===== src/rtl/pulpino_boot_seq.sv =====
// pulpino_boot_seq: FPGA-side boot sequencer feeding the PULPino wrapper.
// Synchronises and debounces the reset/fetch buttons, holds the core in reset
// for a fixed time, then releases fetch on a button press or, optionally,
// once the SPI-slave boot loader has been idle long enough.
//
// Ports:
//   clk            system clock (wrapper domain)
//   rst_n          synchronous active-low reset
//   ext_rst_btn_i  board reset button, active high, asynchronous
//   fetch_btn_i    board fetch button, active high, asynchronous
//   spi_cs_i       SPI-slave chip select, active low, asynchronous
//   core_rst_no    wrapper rst_n, active low, registered
//   fetch_enable_o wrapper fetch_enable_i, registered
//   state_o        FSM state: 00 HOLD, 01 IDLE, 10 RUN
//   boot_count_o   button-initiated core resets, saturating at 255
module pulpino_boot_seq #(
  parameter int unsigned RST_HOLD_CYCLES = 1024,
  parameter int unsigned DEB_CYCLES      = 65536,
  parameter int unsigned FETCH_DELAY     = 256,
  parameter bit          AUTO_FETCH      = 1'b1
) (
  input  logic       clk,
  input  logic       rst_n,
  input  logic       ext_rst_btn_i,
  input  logic       fetch_btn_i,
  input  logic       spi_cs_i,
  output logic       core_rst_no,
  output logic       fetch_enable_o,
  output logic [1:0] state_o,
  output logic [7:0] boot_count_o
);

  localparam int unsigned HOLD_W = (RST_HOLD_CYCLES > 1) ? $clog2(RST_HOLD_CYCLES) : 1;
  localparam int unsigned DEB_W  = (DEB_CYCLES > 1) ? $clog2(DEB_CYCLES) : 1;
  localparam int unsigned IDLE_W = (FETCH_DELAY > 1) ? $clog2(FETCH_DELAY) : 1;
  localparam int unsigned BOOT_W = 8;

  localparam logic [HOLD_W-1:0] HOLD_MAX = HOLD_W'(RST_HOLD_CYCLES - 1);
  localparam logic [DEB_W-1:0]  DEB_MAX  = DEB_W'(DEB_CYCLES - 1);
  localparam logic [IDLE_W-1:0] IDLE_MAX = IDLE_W'(FETCH_DELAY - 1);
  localparam logic [BOOT_W-1:0] BOOT_MAX = {BOOT_W{1'b1}};

  typedef enum logic [1:0] {
    ST_HOLD = 2'b00,
    ST_IDLE = 2'b01,
    ST_RUN  = 2'b10
  } state_t;

  // Two-flop synchronisers; chip select idles high so its sync resets to 1.
  logic [1:0] rst_sync;
  logic [1:0] fetch_sync;
  logic [1:0] cs_sync;
  logic       cs_s;

  always_ff @(posedge clk) begin
    if (!rst_n) begin
      rst_sync   <= 2'b00;
      fetch_sync <= 2'b00;
      cs_sync    <= 2'b11;
    end else begin
      rst_sync   <= {rst_sync[0], ext_rst_btn_i};
      fetch_sync <= {fetch_sync[0], fetch_btn_i};
      cs_sync    <= {cs_sync[0], spi_cs_i};
    end
  end

  assign cs_s = cs_sync[1];

  // Debouncers: index 0 = reset button, index 1 = fetch button.
  logic [1:0]       btn_s;
  logic [1:0]       deb_lvl_q;
  logic [1:0]       deb_lvl_d;
  logic [1:0]       deb_rise_c;
  logic [DEB_W-1:0] deb_cnt_q [2];
  logic [DEB_W-1:0] deb_cnt_d [2];
  logic             rst_pulse;
  logic             fetch_pulse;
  logic             rst_lvl;

  assign btn_s = {fetch_sync[1], rst_sync[1]};

  // A level is accepted after DEB_CYCLES consecutive differing cycles; the
  // rising-edge pulse is taken from the toggle itself so the FSM reacts on
  // the same edge the debounced level changes.
  always_comb begin
    for (int i = 0; i < 2; i++) begin
      deb_cnt_d[i]  = '0;
      deb_lvl_d[i]  = deb_lvl_q[i];
      deb_rise_c[i] = 1'b0;
      if (btn_s[i] != deb_lvl_q[i]) begin
        if (deb_cnt_q[i] == DEB_MAX) begin
          deb_lvl_d[i]  = ~deb_lvl_q[i];
          deb_rise_c[i] = ~deb_lvl_q[i];
        end else begin
          deb_cnt_d[i] = deb_cnt_q[i] + DEB_W'(1);
        end
      end
    end
  end

  always_ff @(posedge clk) begin
    if (!rst_n) begin
      deb_lvl_q    <= 2'b00;
      deb_cnt_q[0] <= '0;
      deb_cnt_q[1] <= '0;
    end else begin
      deb_lvl_q    <= deb_lvl_d;
      deb_cnt_q[0] <= deb_cnt_d[0];
      deb_cnt_q[1] <= deb_cnt_d[1];
    end
  end

  assign rst_pulse   = deb_rise_c[0];
  assign fetch_pulse = deb_rise_c[1];
  assign rst_lvl     = deb_lvl_q[0];

  // Boot FSM and its counters.
  state_t              state_q;
  state_t              state_d;
  logic [HOLD_W-1:0]   hold_cnt_q;
  logic [HOLD_W-1:0]   hold_cnt_d;
  logic [IDLE_W-1:0]   idle_cnt_q;
  logic [IDLE_W-1:0]   idle_cnt_d;
  logic [BOOT_W-1:0]   boot_cnt_d;

  always_comb begin
    state_d    = state_q;
    hold_cnt_d = '0;
    idle_cnt_d = '0;
    boot_cnt_d = boot_count_o;

    case (state_q)
      ST_IDLE: begin
        // Counts consecutive synced-high chip-select cycles, saturating.
        if (cs_s) begin
          idle_cnt_d = (idle_cnt_q == IDLE_MAX) ? idle_cnt_q : idle_cnt_q + IDLE_W'(1);
        end
        if (fetch_pulse || (AUTO_FETCH && cs_s && (idle_cnt_q == IDLE_MAX))) begin
          state_d    = ST_RUN;
          idle_cnt_d = '0;
        end
      end
      ST_RUN: begin
        state_d = ST_RUN;
      end
      default: begin
        // HOLD, and the unused encoding folded into HOLD.
        state_d = ST_HOLD;
        if (!rst_lvl) begin
          if (hold_cnt_q == HOLD_MAX) begin
            state_d = ST_IDLE;
          end else begin
            hold_cnt_d = hold_cnt_q + HOLD_W'(1);
          end
        end
      end
    endcase

    // A reset press overrides every other transition.
    if (rst_pulse) begin
      state_d    = ST_HOLD;
      hold_cnt_d = '0;
      idle_cnt_d = '0;
      if (boot_count_o != BOOT_MAX) begin
        boot_cnt_d = boot_count_o + BOOT_W'(1);
      end
    end
  end

  // Outputs are decoded from the next state so they switch with state_q.
  always_ff @(posedge clk) begin
    if (!rst_n) begin
      state_q        <= ST_HOLD;
      hold_cnt_q     <= '0;
      idle_cnt_q     <= '0;
      boot_count_o   <= '0;
      core_rst_no    <= 1'b0;
      fetch_enable_o <= 1'b0;
    end else begin
      state_q        <= state_d;
      hold_cnt_q     <= hold_cnt_d;
      idle_cnt_q     <= idle_cnt_d;
      boot_count_o   <= boot_cnt_d;
      core_rst_no    <= (state_d != ST_HOLD);
      fetch_enable_o <= (state_d == ST_RUN);
    end
  end

  assign state_o = state_q;

endmodule

===== config.mk =====
export PLATFORM = sky130hd
export DESIGN_NAME = pulpino_boot_seq
export DESIGN_NICKNAME = d
export VERILOG_FILES = /design/src/rtl/pulpino_boot_seq.sv
export SDC_FILE = /design/constraint.sdc
export NUM_CORES = 1
export LEC_CHECK = 0
export BUFFER_PORTS_ARGS = -buffer_cell sky130_fd_sc_hd__buf_2
export CAP_MARGIN = 20
export CORE_UTILIZATION = 60
export DETAILED_ROUTE_END_ITERATION = 10
export GPL_TIMING_DRIVEN = 0
export HOLD_SLACK_MARGIN = 0.12
export PLACE_DENSITY_LB_ADDON = 0.08
export SYNTH_ARGS = -nofsm -noshare
export SYNTH_HDL_FRONTEND = slang
export SYNTH_SLANG_ARGS = --single-unit

===== constraint.sdc =====
create_clock -name clk -period 2.55 [get_ports clk]
set_clock_uncertainty 0.1 [all_clocks]
set_input_delay 0.3825 -clock clk [delete_from_list [all_inputs] [get_ports clk]]
set_output_delay 0.3825 -clock clk [all_outputs]
set_load 0.05 [all_outputs]

# After elaboration in Yosys (flattened, before gate mapping)
# Memories as Yosys holds them, arrays and structs flattened.
# Index checks and enable logic that the tools add are counted.
[word_totals]
out_inout_bits = 12
input_bits = 5
ramBits = 32
wordCells = 59
memories = 1
regBits = 38
[classes]
bitwise_logic = 7
mux = 17
n_reduce_logical = 8
n_eq_ne = 10
addsub = 5
[memory_table]
columns = ["name", "depth", "word_bits", "rd", "rd_ports_with_merged_regs", "wr", "line_no", "source"]
rows = [
  ["deb_cnt_q", 2, 16, 2, 0, 2, "74", "logic [DEB_W-1:0] deb_cnt_q [2];"],
]
[ops]
columns = ["op", "n"]
rows = [
  ["$mux 16", 6],
  ["$add 16x1->16 const B", 2],
  ["$eq 16x16->1 const B", 2],
  ["$add 8x1->8 const B", 2],
  ["$add 10x1->10 const B", 1],
  ["$eq 10x10->1 const B", 1],
  ["$eq 8x8->1 const B", 1],
  ["$mux 1", 8],
  ["$ne 8x8->1 const B", 1],
  ["$reduce_and 2->1", 3],
  ["$reduce_or 6->1", 1],
  ["$not 1->1", 5],
  ["$reduce_or 5->1", 1],
  ["$eq 2x2->1 const B", 2],
  ["$mux 2", 2],
  ["$pmux 2 s2", 1],
  ["$eq 2x1->1 const B", 1],
  ["$ne 1x1->1", 2],
  ["$or 1x1->1", 2],
  ["$reduce_bool 2->1", 1],
  ["$logic_and 1x1->1", 1],
  ["$logic_or 1x1->1", 1],
]

# Logic depth before layout (Yosys ltp)
# An unclocked memory read counts as a cell.
[logic_depth]
depth_word = 9
mapped_depth = 7
depth_no_buf = 6

# Least setup slack after synthesis
# No wires, ideal clock.
[synth_path]
path_kind = "register -> register"
start = "mem deb_cnt_q[0][0] in the netlist's numbering"
end = "reg boot_count_o[7]"
setup_ns = 0.072
slack_ns = 0.373
path_buffers = 1
synth_period_minus_slack_ns = 2.177
t_arrival_ns = 2.006
t_required_ns = 2.378
stages_incl_launch_ff = 8
cell_sequence = "dfxtp_1 ha_1 nand4_1 or4_1 buf_2 nor4_4 and3_1 mux2i_1"
[synth_rtl]
columns = ["element", "line_no", "source"]
rows = [
  ["from (decl)", "74", ""],
  ["to (signal assigned)", "183", "boot_count_o <= boot_cnt_d;"],
  ["to (decl)", "30", "output logic [7:0] boot_count_o"],
]

==> run_results.csv <==
group,metric,value,unit
synth,ys_ff_latch,70,
timing,whs,137,ps
power,ir_worst_vdd,0.450,mV
synth,synth_top_cell_by_area,"dfxtp_1",
final_layout,nets,372,
critical_path,critPathMaxStageDelay,510,ps
global_route,grt_pass1_vias,2017,
synth,synth_adder_area_share,2.95,%
critical_path,r2r-end,"boot_count_o[7]",
synth,synthTopCellsByCount,"dfxtp_1, nor2_1, xnor2_1, nand3_1",
critical_path,crit_path_end_kind,"flop",
timing,worstMarginPinSlew,497,ps
clock_network,cts_root_buf,"clkbuf_8",
final_layout,fin_area,3330,um2
die,die_h,72.4,um
power,switching_share,23.4,%
clock_network,cts_htree_levels,3,
synth,synth.area.mux_share,1.35,%
synth,synth_edf_count,0,
die,ios,17,
critical_path,required,2730,ps
detailed_routing,route.detailed.drc,0,
placed_design,postPlaceCellArea,3130,um2
detailed_routing,via_per_inst,5.20,
timing,finalCritPeriodShare,95.2,%
synth,synthCells,333,
detailed_routing,dr.pass1.iters,4,
clock_network,ctsLongestPathBuffers,2,
global_route,grt_pass1_wl,8820,um
final_layout,num_antenna_cells,0,
detailed_routing,drt_iter0_markers,70,
critical_path,path_max_fanout,5,
timing,maxClockFrequency,0.412,GHz
power,p_clk_share,41.6,%
timing,finalSetupViolCount,0,
clock_network,cts_tree,"done",
global_route,antenna_found_initial,0,
synth,yosysMostFrequentCell,"dfxtp_1",
synth,synthSimpleGateAreaFrac,27.9,%
critical_path,path_class,"reg2reg",
synth,synth_top_family_by_area,"simple AND/OR/NAND/NOR gates",
placed_design,gp_congestion,0.782,
synth,syn_avg_cell_area,8.93,um2
detailed_routing,wl,5060,um
power,p_sw,457,uW
run_status,run_status,"finished, final reports clean",
timing,slew_headroom,66.8,%
timing,setup_tns,0,ps
global_route,gr-total-overflow,0,
clock_network,cts_buffers,9,
clock_network,clk_pin_slew,80,ps
critical_path,crit_path_cell_trace,"ha_1 > nand4_1 > or4_1 > buf_2 > nor4_4 > and3_1 > mux2i_1",
critical_path,slowest_stage,"or4_1",
synth,synthTopCellsByArea,"dfxtp_1, nor2_1, xnor2_1, xor2_1, nand3_1",
synth,syn-cell-area,2970,um2
detailed_routing,wire_per_inst,11.7,um
synth,yosys.cell_types.count,40,
clock_network,clkSinkCount,70,
power,p_int,1.50,mW
global_route,grt_max_degree,14,
detailed_routing,via_count,2247,
critical_path,startpoint,"deb_cnt_q[0][0]",
clock_network,clkLatencyLatePin,350,ps
synth,synth_top_cell_area_share,47.1,%
timing,hold_viol_final,0,
worst_hold_path,min-delay-start,"fetch_btn_i",
global_route,grt_usage,22.0,%
die,dieArea,5240,um2
critical_path,critPathArrivalTime,2610,ps
worst_hold_path,whs_path_depth,2,
critical_path,reg2reg_depth,7,
detailed_routing,ant_nets,0,
timing,report.final.slew_viol_count,0,
power,p_seq_share,56.7,%
power,power_density,588,nW/um2
final_layout,area_delta_synth_final,11.9,%
synth,yosys_warnings,0,
worst_hold_path,min_path_type,"in2reg",
critical_path,crit_family,"simple AND/OR/NAND/NOR gates",
power,combPwrFrac,1.7,%
synth,ys_seq_area_share,47.1,%
critical_path,r2r_setup_slack,120,ps
critical_path,cp_num_buf_inv,1,
die,die_x,72.4,um
timing,rsz0062_at_grt,"no",
die,initial_core_util,62.5,%
timing,min_period,2430,ps
worst_hold_path,whs_endpoint,"fetch_sync[0]",
synth,synth-xor-area-share,12.7,%
synth,synthFlopType,"dfxtp_1",
synth,synth-compound-area-share,5.05,%
critical_path,worstSetupStartpointType,"flop",
synth,async_reset_ff_share,0,%
placed_design,hpwl,3560,um
die,num_rows,25,
run,drv_cap,0,
synth,synth.net_count,345,
power,leakage,1.17,nW
placed_design,portBuffers,15,
die,coreArea,4750,um2
critical_path,r2r_start,"deb_cnt_q[0][0]",
final_layout,drive_gt1_share,10.4,%
## cells in the final DEF, fill, tap and decap left out, types with 6 or more instances in the layout
cell type | netlist | layout
nand4_1 | 12 | 12
clkbuf_8 | 0 | 10
nor2_1 | 66 | 66
xnor2_1 | 24 | 24
and3_1 | 6 | 6
nand2b_1 | 6 | 6
buf_2 | 1 | 16
nand2_1 | 19 | 19
inv_1 | 15 | 15
ha_1 | 7 | 7
clkbuf_1 | 7 | 6
nand3_1 | 22 | 22
xor2_1 | 19 | 19
dfxtp_1 | 70 | 70
## metrics by stage
stage / std cells / worst slack (ps) / utilization [%] / total power, mW
finish: 432 / 122 / 70.0 / 1.96
global route: 432 / 22.3 / 70.0 / 2.04
CTS: 432 / 147 / 69.9 / 1.98
detailed placement: 415 / 173 / 65.9 / 1.17
global placement: 415 / 204 / 65.9 / 1.17
floorplan: 333 / 373 / - / 1.16
## flip-flops by register name, indices dropped and copies added (netlist names)
name,flops
hold_cnt_q,10
deb_cnt_q,32
core_rst_no,1
rst_sync,2
state_o,2
cs_sync,2
fetch_enable_o,1
fetch_sync,2
idle_cnt_q,8
boot_count_o,8
deb_lvl_q,2
## layer usage
metal / wire [um] / track usage [%] / vias to the layer above
met5: 0 / 0 / -
met4: 61 / 7.19 / 0
met3: 147 / 8.33 / 8
met2: 2420 / 36.2 / 25
met1: 2440 / 26.3 / 1033
li1: - / - / 1181
## cells by family (layout without fill, tap and decap cells)
kind of cell	after synthesis	after routing
flops	70	70
mux	4	4
buf+inv	23	55
fa+ha+maj	7	7
simple gates	164	164
compound gates	22	22
xor+xnor	43	43
## power by group through the flow
stage | clock (mW) | sequential, mW | combinational [mW]
4_1_cts | 0.834 | 1.11 | 0.0333
3_3_place_gp | 0 | 1.13 | 0.0316
6_report | 0.814 | 1.11 | 0.0329
5_1_grt | 0.888 | 1.11 | 0.0378
3_5_place_dp | 0 | 1.13 | 0.0319
2_1_floorplan | 0 | 1.13 | 0.0235
## worst reg2reg max path, cell delays in order, from the launching register on
cell and delay (ps):
dfxtp_1 360, ha_1 240, nand4_1 160, or4_1 510, buf_2 190, nor4_4 400
and3_1 240, mux2i_1 170
## how the worst max path moves through the flow
stage / endpoint / slack, ps / depth (start not counted)
2_1_floorplan: boot_count_o[7] / 370 / 7
3_3_place_gp: boot_count_o[7] / 200 / 7
3_5_place_dp: boot_count_o[7] / 170 / 7
4_1_cts: boot_count_o[7] / 150 / 7
5_1_grt: boot_count_o[7] / 20 / 7
6_report: boot_count_o[7] / 120 / 7
## cell type report
type / instances / area [um2]
Buffer: 8 / 32.5
Sequential cell: 70 / 1400
Clock buffer: 10 / 138
Multi-Input combinational cell: 240 / 1480
Timing Repair Buffer: 16 / 85.1
Inverter: 15 / 56.3
Tap cell: 67 / 83.8
Fill cell: 407 / 1430
Clock inverter: 6 / 46.3
## timing repair
action / in CTS / in global routing
buffers inserted: 0 / 0
endpoints found under the setup margin: 0 / 10
gates resized for setup: 0 / 2
endpoints found under the hold margin: 1 / 0
hold buffers: 1 / 0
No activity file was read; power rests on OpenSTA's default activity.
